[config.mk]
export PLATFORM = sky130hd
export DESIGN_NAME = lfpm_serial_mult
export DESIGN_NICKNAME = d
export VERILOG_FILES = /design/src/rtl/lfpm_serial_mult.sv
export SDC_FILE = /design/constraint.sdc
export NUM_CORES = 1
export LEC_CHECK = 0
export CAP_MARGIN = 15
export CORE_MARGIN = 10
export CORE_UTILIZATION = 25
export DETAILED_ROUTE_END_ITERATION = 16
export PLACE_DENSITY_LB_ADDON = 0.08
export SLEW_MARGIN = 10
export SYNTH_ARGS = -nofsm -noshare
export SYNTH_HDL_FRONTEND = slang
export SYNTH_SLANG_ARGS = --single-unit
[constraint.sdc]
create_clock -name clk -period 4.81 [get_ports clk]
set_input_delay 0.7215 -clock clk [delete_from_list [all_inputs] [get_ports clk]]
set_output_delay 0.7215 -clock clk [all_outputs]
set_load 0.005 [all_outputs]
[src/rtl/lfpm_serial_mult.sv]
// lfpm_serial_mult: byte-serial Mitchell (logarithmic) approximate FP multiplier.
// Operands A/B arrive LSB byte first on two byte lanes, and the product leaves
// LSB byte first on the same kind of valid/ready handshake.
// Build option: define LFPM_ERR_COMP_EN to add the 2^-4 Mitchell error
// compensation term to the fraction sum. It applies only when both mantissas
// are nonzero.
module lfpm_serial_mult #(
    parameter int FP_W        = 16,
    parameter int EXP_W       = 5,
    parameter int MAN_W       = 10,
    parameter int PIPE_STAGES = 1
) (
    input  logic       clk,
    input  logic       rst,
    input  logic       in_valid,
    output logic       in_ready,
    input  logic [7:0] a_byte,
    input  logic [7:0] b_byte,
    output logic       out_valid,
    input  logic       out_ready,
    output logic [7:0] out_byte,
    output logic       out_last,
    output logic [3:0] flags,
    output logic       busy
);

    localparam int NB   = FP_W / 8;
    localparam int CW   = $clog2(NB + 1);
    localparam int PW   = $clog2(PIPE_STAGES + 1);
    localparam int EW2  = EXP_W + 2;
    localparam int BIAS = 2 ** (EXP_W - 1) - 1;

    localparam logic signed [EW2-1:0] E_MAX  = EW2'(2 ** EXP_W - 1);
    localparam logic signed [EW2-1:0] E_ZERO = '0;
    localparam logic signed [EW2-1:0] E_BIAS = EW2'(BIAS);

    typedef enum logic [1:0] {IDLE, LOAD, COMP, SEND} state_t;

    state_t state, state_nx;

    logic [CW-1:0]   byte_cnt;
    logic [PW-1:0]   pipe_cnt;
    logic [FP_W-1:0] a_reg, b_reg, p_reg;
    logic [3:0]      flags_reg;

    logic in_fire, out_fire, last_beat, comp_done;

    // Arithmetic datapath signals
    logic                  sa, sb, sign;
    logic [EXP_W-1:0]      ea, eb;
    logic [MAN_W-1:0]      ma, mb, frac;
    logic [MAN_W+1:0]      m_sum;
    logic                  carry;
    logic signed [EW2-1:0] e_sum;
    logic                  a_nan, b_nan, a_inf, b_inf, a_zero, b_zero;
    logic [FP_W-1:0]       res_p;
    logic [3:0]            res_flags;

    assign in_fire   = in_valid & in_ready;
    assign out_fire  = out_valid & out_ready;
    assign last_beat = (byte_cnt == CW'(NB - 1));
    assign comp_done = (pipe_cnt == PW'(PIPE_STAGES - 1));

    // State register
    always_ff @(posedge clk) begin
        if (rst) begin
            state <= IDLE;
        end else begin
            state <= state_nx;
        end
    end

    // Next-state logic
    always_comb begin
        state_nx = state;
        unique case (state)
            IDLE: if (in_fire) state_nx = last_beat ? COMP : LOAD;
            LOAD: if (in_fire && last_beat) state_nx = COMP;
            COMP: if (comp_done) state_nx = SEND;
            SEND: if (out_fire && last_beat) state_nx = IDLE;
        endcase
    end

    // Handshake and output beat decode
    always_comb begin
        in_ready  = (state == IDLE) || (state == LOAD);
        out_valid = (state == SEND);
        out_byte  = out_valid ? p_reg[7:0] : '0;
        out_last  = out_valid && last_beat;
        flags     = out_valid ? flags_reg : '0;
        busy      = (state != IDLE);
    end

    // Operand capture, compute-latency count, product shift-out
    always_ff @(posedge clk) begin
        if (rst) begin
            byte_cnt  <= '0;
            pipe_cnt  <= '0;
            a_reg     <= '0;
            b_reg     <= '0;
            p_reg     <= '0;
            flags_reg <= '0;
        end else begin
            unique case (state)
                IDLE, LOAD: begin
                    pipe_cnt <= '0;
                    if (in_fire) begin
                        // Right-shifting load: after NB beats the first byte sits at [7:0]
                        a_reg    <= (a_reg >> 8) | (FP_W'(a_byte) << (FP_W - 8));
                        b_reg    <= (b_reg >> 8) | (FP_W'(b_byte) << (FP_W - 8));
                        byte_cnt <= last_beat ? '0 : byte_cnt + CW'(1);
                    end
                end
                COMP: begin
                    // Operands are frozen through COMP, so the result is captured on its last cycle
                    if (comp_done) begin
                        pipe_cnt  <= '0;
                        p_reg     <= res_p;
                        flags_reg <= res_flags;
                    end else begin
                        pipe_cnt <= pipe_cnt + PW'(1);
                    end
                end
                SEND: begin
                    if (out_fire) begin
                        p_reg    <= p_reg >> 8;
                        byte_cnt <= last_beat ? '0 : byte_cnt + CW'(1);
                    end
                end
            endcase
        end
    end

    // Mitchell multiply with special-case priority: NaN, inf, zero, then arithmetic
    always_comb begin
        sa     = a_reg[FP_W-1];
        sb     = b_reg[FP_W-1];
        ea     = a_reg[MAN_W +: EXP_W];
        eb     = b_reg[MAN_W +: EXP_W];
        ma     = a_reg[MAN_W-1:0];
        mb     = b_reg[MAN_W-1:0];
        sign   = sa ^ sb;
        a_nan  = (&ea) && (|ma);
        b_nan  = (&eb) && (|mb);
        a_inf  = (&ea) && !(|ma);
        b_inf  = (&eb) && !(|mb);
        a_zero = (ea == '0);
        b_zero = (eb == '0);

        m_sum = {2'b00, ma} + {2'b00, mb};
`ifdef LFPM_ERR_COMP_EN
        if ((|ma) && (|mb)) m_sum = m_sum + (MAN_W+2)'(1 << (MAN_W - 4));
`endif
        carry = |m_sum[MAN_W+1:MAN_W];
        frac  = m_sum[MAN_W-1:0];
`ifdef LFPM_ERR_COMP_EN
        // Compensated sum can reach 2.0; pin the fraction at its maximum
        if (m_sum[MAN_W+1]) frac = '1;
`endif
        e_sum = $signed({2'b00, ea}) + $signed({2'b00, eb}) - E_BIAS
              + $signed(EW2'(carry));

        res_p     = '0;
        res_flags = '0;
        if (a_nan || b_nan || (a_inf && b_zero) || (b_inf && a_zero)) begin
            res_p[MAN_W +: EXP_W] = '1;
            res_p[MAN_W-1]        = 1'b1;
            res_flags[3]          = 1'b1;
        end else if (a_inf || b_inf) begin
            res_p[FP_W-1]         = sign;
            res_p[MAN_W +: EXP_W] = '1;
            res_flags[2]          = 1'b1;
        end else if (a_zero || b_zero) begin
            res_p[FP_W-1] = sign;
            res_flags[1]  = 1'b1;
        end else if (e_sum >= E_MAX) begin
            res_p[FP_W-1]         = sign;
            res_p[MAN_W +: EXP_W] = '1;
            res_flags[2]          = 1'b1;
        end else if (e_sum <= E_ZERO) begin
            res_p[FP_W-1] = sign;
            res_flags[1]  = 1'b1;
        end else begin
            res_p        = {sign, e_sum[EXP_W-1:0], frac};
            res_flags[0] = (|ma) && (|mb);
        end
    end

endmodule
==> metrics.yaml, run 1 <==
synth_xor_xnor_area_share: 0.0380
gp_congestion: 0.843
fmax_mhz: 220
crit_type: "flip-flop to flip-flop"
end_kind: "flip-flop"
worst_slew_pin_slew_ns: 0.901
synth_compound_area_frac: 0.234
max_cap_violations: 0
cp.required_ns: 5.02
clk_pin_slew_ns: 0.08
period_share: 0.944
cts_tree: "done"
vias_per_cell: 4.82
multi_input_area_um2: 2140
critPathMaxStageDelay_ns: 0.43
synth_top_cell_by_area: "dfxtp_1"
hpwlAfterDp_um: 7700
htree_levels: 2
fin_worst_skew_ns: 0.00469
drive_above_1_share: 0.0761
die_area_um2: 18800
port-buffer-count: 35
synth-simple-area-share: 0.234
drc: 0
clk_latency_ns: 0.31
die_h_um: 137
cp-start-kind: "flip-flop"
fill_cells: 1484
final_nets: 505
overflow: 0
holdBufCountCts: 0
areaGrowthSynthToFinish_pct: 19.9
finalWorstSetupSlack_ns: 0.268
place_area_um2: 3910
syn_avg_cell_area_um2: 7.90
p_per_area_nw_per_um2: 419
synthTopCellsByCount: "nand2_1, dfxtp_1, a21oi_1, nor2_1, ha_1"
crit_chain: "ha_1 > inv_1 > fa_1 > inv_1 > a21o_1 > a41o_1 > nand2b_1 > a21oi_2 > o21bai_1 > a21oi_1 > ha_1 > inv_1 > ha_2 > inv_1 > fa_1 > nand2b_4 > a21oi_4 > xor2_2 > o32ai_4 > a211oi_4 > nand2_2 > a2111oi_4"
finalPower_mw: 1.72
antenna_found_initial: 0
grt_start_max_net_pins: 34
synth_cell_type_count: 63
critPathTopFamily: "compound AO/OA/AOI/OAI gates"
period_minus_slack_ns: 4.54
seq_area_frac_synth: 0.328
synth_edf_count: 0
drt-total-wl_um: 9940
cts-root-buf: "clkbuf_16"
slew_headroom: 0.399
arrival_ns: 4.75
cts_buffers: 5
final-seq-area_um2: 1120
wl_per_cell_um: 15.6
antenna_left: 0
grt_pass1_wl_um: 16100
irDropWorstVdd_uv: 158
syn-num-nets: 479
row_count: 42
rsz0062_at_grt: "yes"
cpMostUsedCell: "inv_1"
fin_cells: 636
yosysMostFrequentCell: "nand2_1"
ys_warn_count: 0
ys.flop_type: "dfxtp_1"
cts_num_sinks: 56
synthMuxAreaShare: 0.00878
synthAdderAreaFrac: 0.0995
crit_buf_inv: 4
synth_top_family_by_area: "simple AND/OR/NAND/NOR gates"
antenna_cells: 0
slew_viol_final: 0
outcome: "complete, no violations"
hold_path.class: "flip-flop to flip-flop"
io_pins: 36
hold_viol: 0
grt.total_usage: 0.109
finalSetupViolations: 0
die_x_um: 137
placed_cells: 627
grt_pass1_vias: 3004
syn_area_um2: 3420
via_count: 3065
drt_iter0_markers: 129
drtPass1Iterations: 4
cts_buffer_depth: 2
yosys-top-cells-area: "dfxtp_1, ha_1, nand2_1"
yosysTopAreaCellShare: 0.328
critical_path.slowest_cell: "a211oi_4"
async_flop_share: 0
start_util: 0.256
power_leakage_nw: 1.56
place_ws_ns: 0.171
synthCells: 433
ys_seq_elements: 56
cp_max_fo: 8
coreArea_um2: 13300
design_area_um2: 4100
==> per-layer routing <==
metal  routed length, µm  vias up  global-route usage
met4                  92        0              0.0252
li1                    -     1557                   -
met5                   0        -                   0
met1                4930     1444               0.141
met2                4480       59               0.176
met3                 441        5              0.0286
==> final timing paths <==
| path | depth (start not counted) | to | slack [ns] | start |
|---|---|---|---|---|
| worst min register to register | 2 | flags_reg[0] | 0.44 | flags_reg[0] |
| worst min-delay path | 2 | flags_reg[0] | 0.44 | flags_reg[0] |
| worst max register to register | 22 | p_reg[3] | 0.27 | b_reg[0] |
| worst max-delay path | 22 | p_reg[3] | 0.27 | b_reg[0] |
==> layout make-up <==
| class | count | share of cell area |
|---|---|---|
| Sequential cell | 56 | 0.273 |
| Timing Repair Buffer | 39 | 0.0933 |
| Clock inverter | 3 | 0.00671 |
| Inverter | 23 | 0.0210 |
| Clock buffer | 5 | 0.0305 |
| Multi-Input combinational cell | 334 | 0.522 |
| Tap cell | 176 | 0.0537 |
==> cells in the final DEF, fill, tap and decap left out, types with 3 or more instances in the layout <==
master,instances
buf_4,3
a21oi_1,50
and2_1,16
dfxtp_1,56
nand2_1,80
nor2_1,36
a21o_1,3
xor2_1,3
a221oi_1,4
or2_2,3
clkdlybuf4s50_1,34
nor4_1,5
nor2b_1,4
nand3_1,11
o21ai_0,13
o22ai_1,3
xnor2_1,10
ha_1,23
nand2b_1,3
inv_1,23
a211oi_1,11
clkbuf_16,5
mux2i_1,3
==> repair_timing <==
action	4_1_cts	5_1_grt
resized for setup	0	6
setup endpoints to repair	0	14
buffers inserted	0	1
==> kinds of logic (layout without fill, tap and decap cells) <==
group | Yosys count | after routing
multiplexers | 3 | 3
XOR/XNOR | 14 | 14
buffers and inverters | 43 | 70
flip-flops | 56 | 56
AO/OA/AOI/OAI | 116 | 116
adder cells (fa/ha/maj) | 26 | 26
AND/OR/NAND/NOR | 175 | 175
==> power by group <==
| part | internal, mW | switching (mW) | total [mW] |
|---|---|---|---|
| combinational | 0.285 | 0.434 | 0.719 |
| clock | 0.198 | 0.188 | 0.386 |
| sequential | 0.542 | 0.0716 | 0.614 |
| total | 1.03 | 0.693 | 1.72 |
==> through the flow <==
stage | utilization | TNS [ns] | hold slack (ns)
after global routing | 0.307 | -0.0273 | 0.477
final | 0.307 | 0 | 0.445
after CTS | 0.304 | 0 | 0.441
after global placement | 0.292 | 0 | 0.428
after floorplan | - | 0 | 0.407
after detailed placement | 0.293 | 0 | 0.430
==> tightest hold or removal path: stages, from the launching register on <==
cell     delay (ns)
dfxtp_1        0.31
nand2_1        0.05
nand2_1        0.04
Power figures use the tool's default switching activity.
==> run 2, diff against run 1 <==
==> constraint.sdc (replaced) <==
create_clock -name clk -period 5.3 [get_ports clk]
set_input_delay 0.795 -clock clk [delete_from_list [all_inputs] [get_ports clk]]
set_output_delay 0.795 -clock clk [all_outputs]
set_load 0.005 [all_outputs]
==> metrics.yaml, run 2 (synthesized netlist as in run 1, its figures left out) <==
final_nets: 504  # -0.20%
multi_input_area_um2: 2100  # -1.7%
grt_pass1_vias: 3036  # +1.1%
die_h_um: 137  # unchanged
crit_chain: "ha_1 > inv_1 > fa_1 > inv_1 > a21o_1 > a41o_1 > nand2b_1 > a21oi_1 > o21bai_1 > a21oi_1 > ha_1 > inv_1 > ha_1 > inv_1 > fa_1 > nand2b_2 > a21oi_4 > xnor2_1 > o311ai_1 > a211oi_4 > nand2_2 > a2111oi_4"
final_core_util: 0.306  # -0.00178
port-buffer-count: 35  # unchanged
critPathTopFamily: "compound AO/OA/AOI/OAI gates"
fmax_mhz: 216  # -2.0%
layout_commonest_cell: "nand2_1"
crit_type: "flip-flop to flip-flop"
io_pins: 36  # unchanged
vias_per_cell: 4.80  # -0.50%
cts_tree: "done"
grt_start_max_net_pins: 48  # +41%
holdBufCountCts: 0  # unchanged
critPathMaxStageDelay_ns: 0.44  # about the same
cp-start-kind: "flip-flop"
fill_cells: 1483  # -0.067%
overflow: 0  # unchanged
via_count: 3045  # -0.65%
setup_tns_ns: 0  # unchanged
cpMostUsedCell: "inv_1"
hold_path.class: "flip-flop to flip-flop"
end_kind: "flip-flop"
die_x_um: 137  # unchanged
slew_viol_final: 0  # unchanged
ff2ff_path_depth: 22  # unchanged
antenna_left: 0  # unchanged
place_ws_ns: 0.656  # +0.485 ns
clk_pin_slew_ns: 0.08  # about the same
p_per_area_nw_per_um2: 387  # -7.5%
cts_buffer_depth: 2  # unchanged
die_area_um2: 18800  # unchanged
placed_cells: 627  # unchanged
finalWorstSetupSlack_ns: 0.664  # +0.395 ns
drt-total-wl_um: 9910  # -0.32%
fin_cells: 635  # -0.16%
wl_per_cell_um: 15.6  # -0.16%
drt_iter0_markers: 151  # +17%
start_util: 0.256  # unchanged
htree_levels: 2  # unchanged
row_count: 42  # unchanged
period_minus_slack_ns: 4.64  # +0.0948 ns
post_cts_buffers: 0  # unchanged
cp_max_fo: 8  # unchanged
cts-root-buf: "clkbuf_16"
finalPower_mw: 1.58  # -8.1%
drc: 0  # unchanged
slew_headroom: 0.372  # -0.0269
finalSetupViolations: 0  # unchanged
grt_pass1_wl_um: 15900  # -1.4%
final_cell_mix: "nand2_1, dfxtp_1, a21oi_1, nor2_1, clkdlybuf4s50_1"
cts_num_sinks: 56  # unchanged
areaGrowthSynthToFinish_pct: 19.2
rsz0062_at_grt: "no"
cp.required_ns: 5.50  # +0.48 ns
grt.total_usage: 0.107  # -0.00196
hold_viol: 0  # unchanged
clk_latency_ns: 0.30  # about the same
worst_slew_pin_slew_ns: 0.942  # +0.0403 ns
antenna_found_initial: 0  # unchanged
period_share: 0.875  # -0.0694
arrival_ns: 4.84  # +0.09 ns
drive_above_1_share: 0.0654  # -0.0107
fin_worst_skew_ns: 0.00754  # +0.00286 ns
drtPass1Iterations: 4  # unchanged
gp_congestion: 0.834  # -1.1%
coreArea_um2: 13300  # unchanged
power_leakage_nw: 1.56  # -0.18%
critical_path.slowest_cell: "a211oi_4"
outcome: "complete, no violations"
antenna_cells: 0  # unchanged
irDropWorstVdd_uv: 133  # -16%
cts-resized-gates: 0  # unchanged
crit_buf_inv: 4  # unchanged
final-seq-area_um2: 1120  # unchanged
max_cap_violations: 0  # unchanged
crit_cells: 22  # unchanged
hpwlAfterDp_um: 7640  # -0.83%
hold_depth: 2  # unchanged
cts_buffers: 5  # unchanged
==> run 2: cell types whose count changed in the layout (fill, tap and decap cells not counted), sizes merged <==
cell | before | now
clkinv | 1 | 2
buf | 5 | 4
bufinv | 0 | 1
clkinvlp | 1 | 0
inv | 24 | 23
==> run 2: final timing paths <==
kind	endpoint	start	slack, ns
setup / recovery	p_reg[3]	a_reg[0]	0.66
hold / removal	flags_reg[0]	flags_reg[0]	0.44
setup reg to reg	p_reg[3]	a_reg[0]	0.66
hold reg to reg	flags_reg[0]	flags_reg[0]	0.44
==> run 2: layout make-up <==
type                    instances  share of cell area
repair buffers                 38              0.0920
clock inverters                 3              0.0117
flip-flops and latches         56               0.275
clock buffers                   5              0.0307
multi-input cells             334               0.516
inverters                      23              0.0212
well taps                     176              0.0540
==> run 2: per-stage QoR <==
| step | hold slack, ns | area, µm² |
|---|---|---|
| final | 0.443 | 4080 |
| after global routing | 0.483 | 4080 |
| after CTS | 0.447 | 4080 |
| after detailed placement | 0.437 | 3910 |
| after global placement | 0.428 | 3890 |
| after floorplan | 0.407 | 3420 |
==> run 2: power by group <==
group,total (mW),internal [mW],switching (mW)
Clock,0.385,0.225,0.160
Sequential,0.557,0.492,0.0647
Combinational,0.638,0.252,0.386
==> run 2: worst min-delay path: cells and delay by family (launching register included) <==
| kind | cells | cell delay, ns |
|---|---|---|
| flip-flops | 1 | 0.31 |
| AND/OR/NAND/NOR | 2 | 0.09 |
==> run 2: per-layer routing <==
metal | GRT usage | vias up | wire, µm
met2 | 0.169 | 52 | 4370
met5 | 0 | - | 0
li1 | - | 1556 | -
met4 | 0.0322 | 0 | 141
met1 | 0.141 | 1429 | 4950
met3 | 0.0235 | 8 | 452
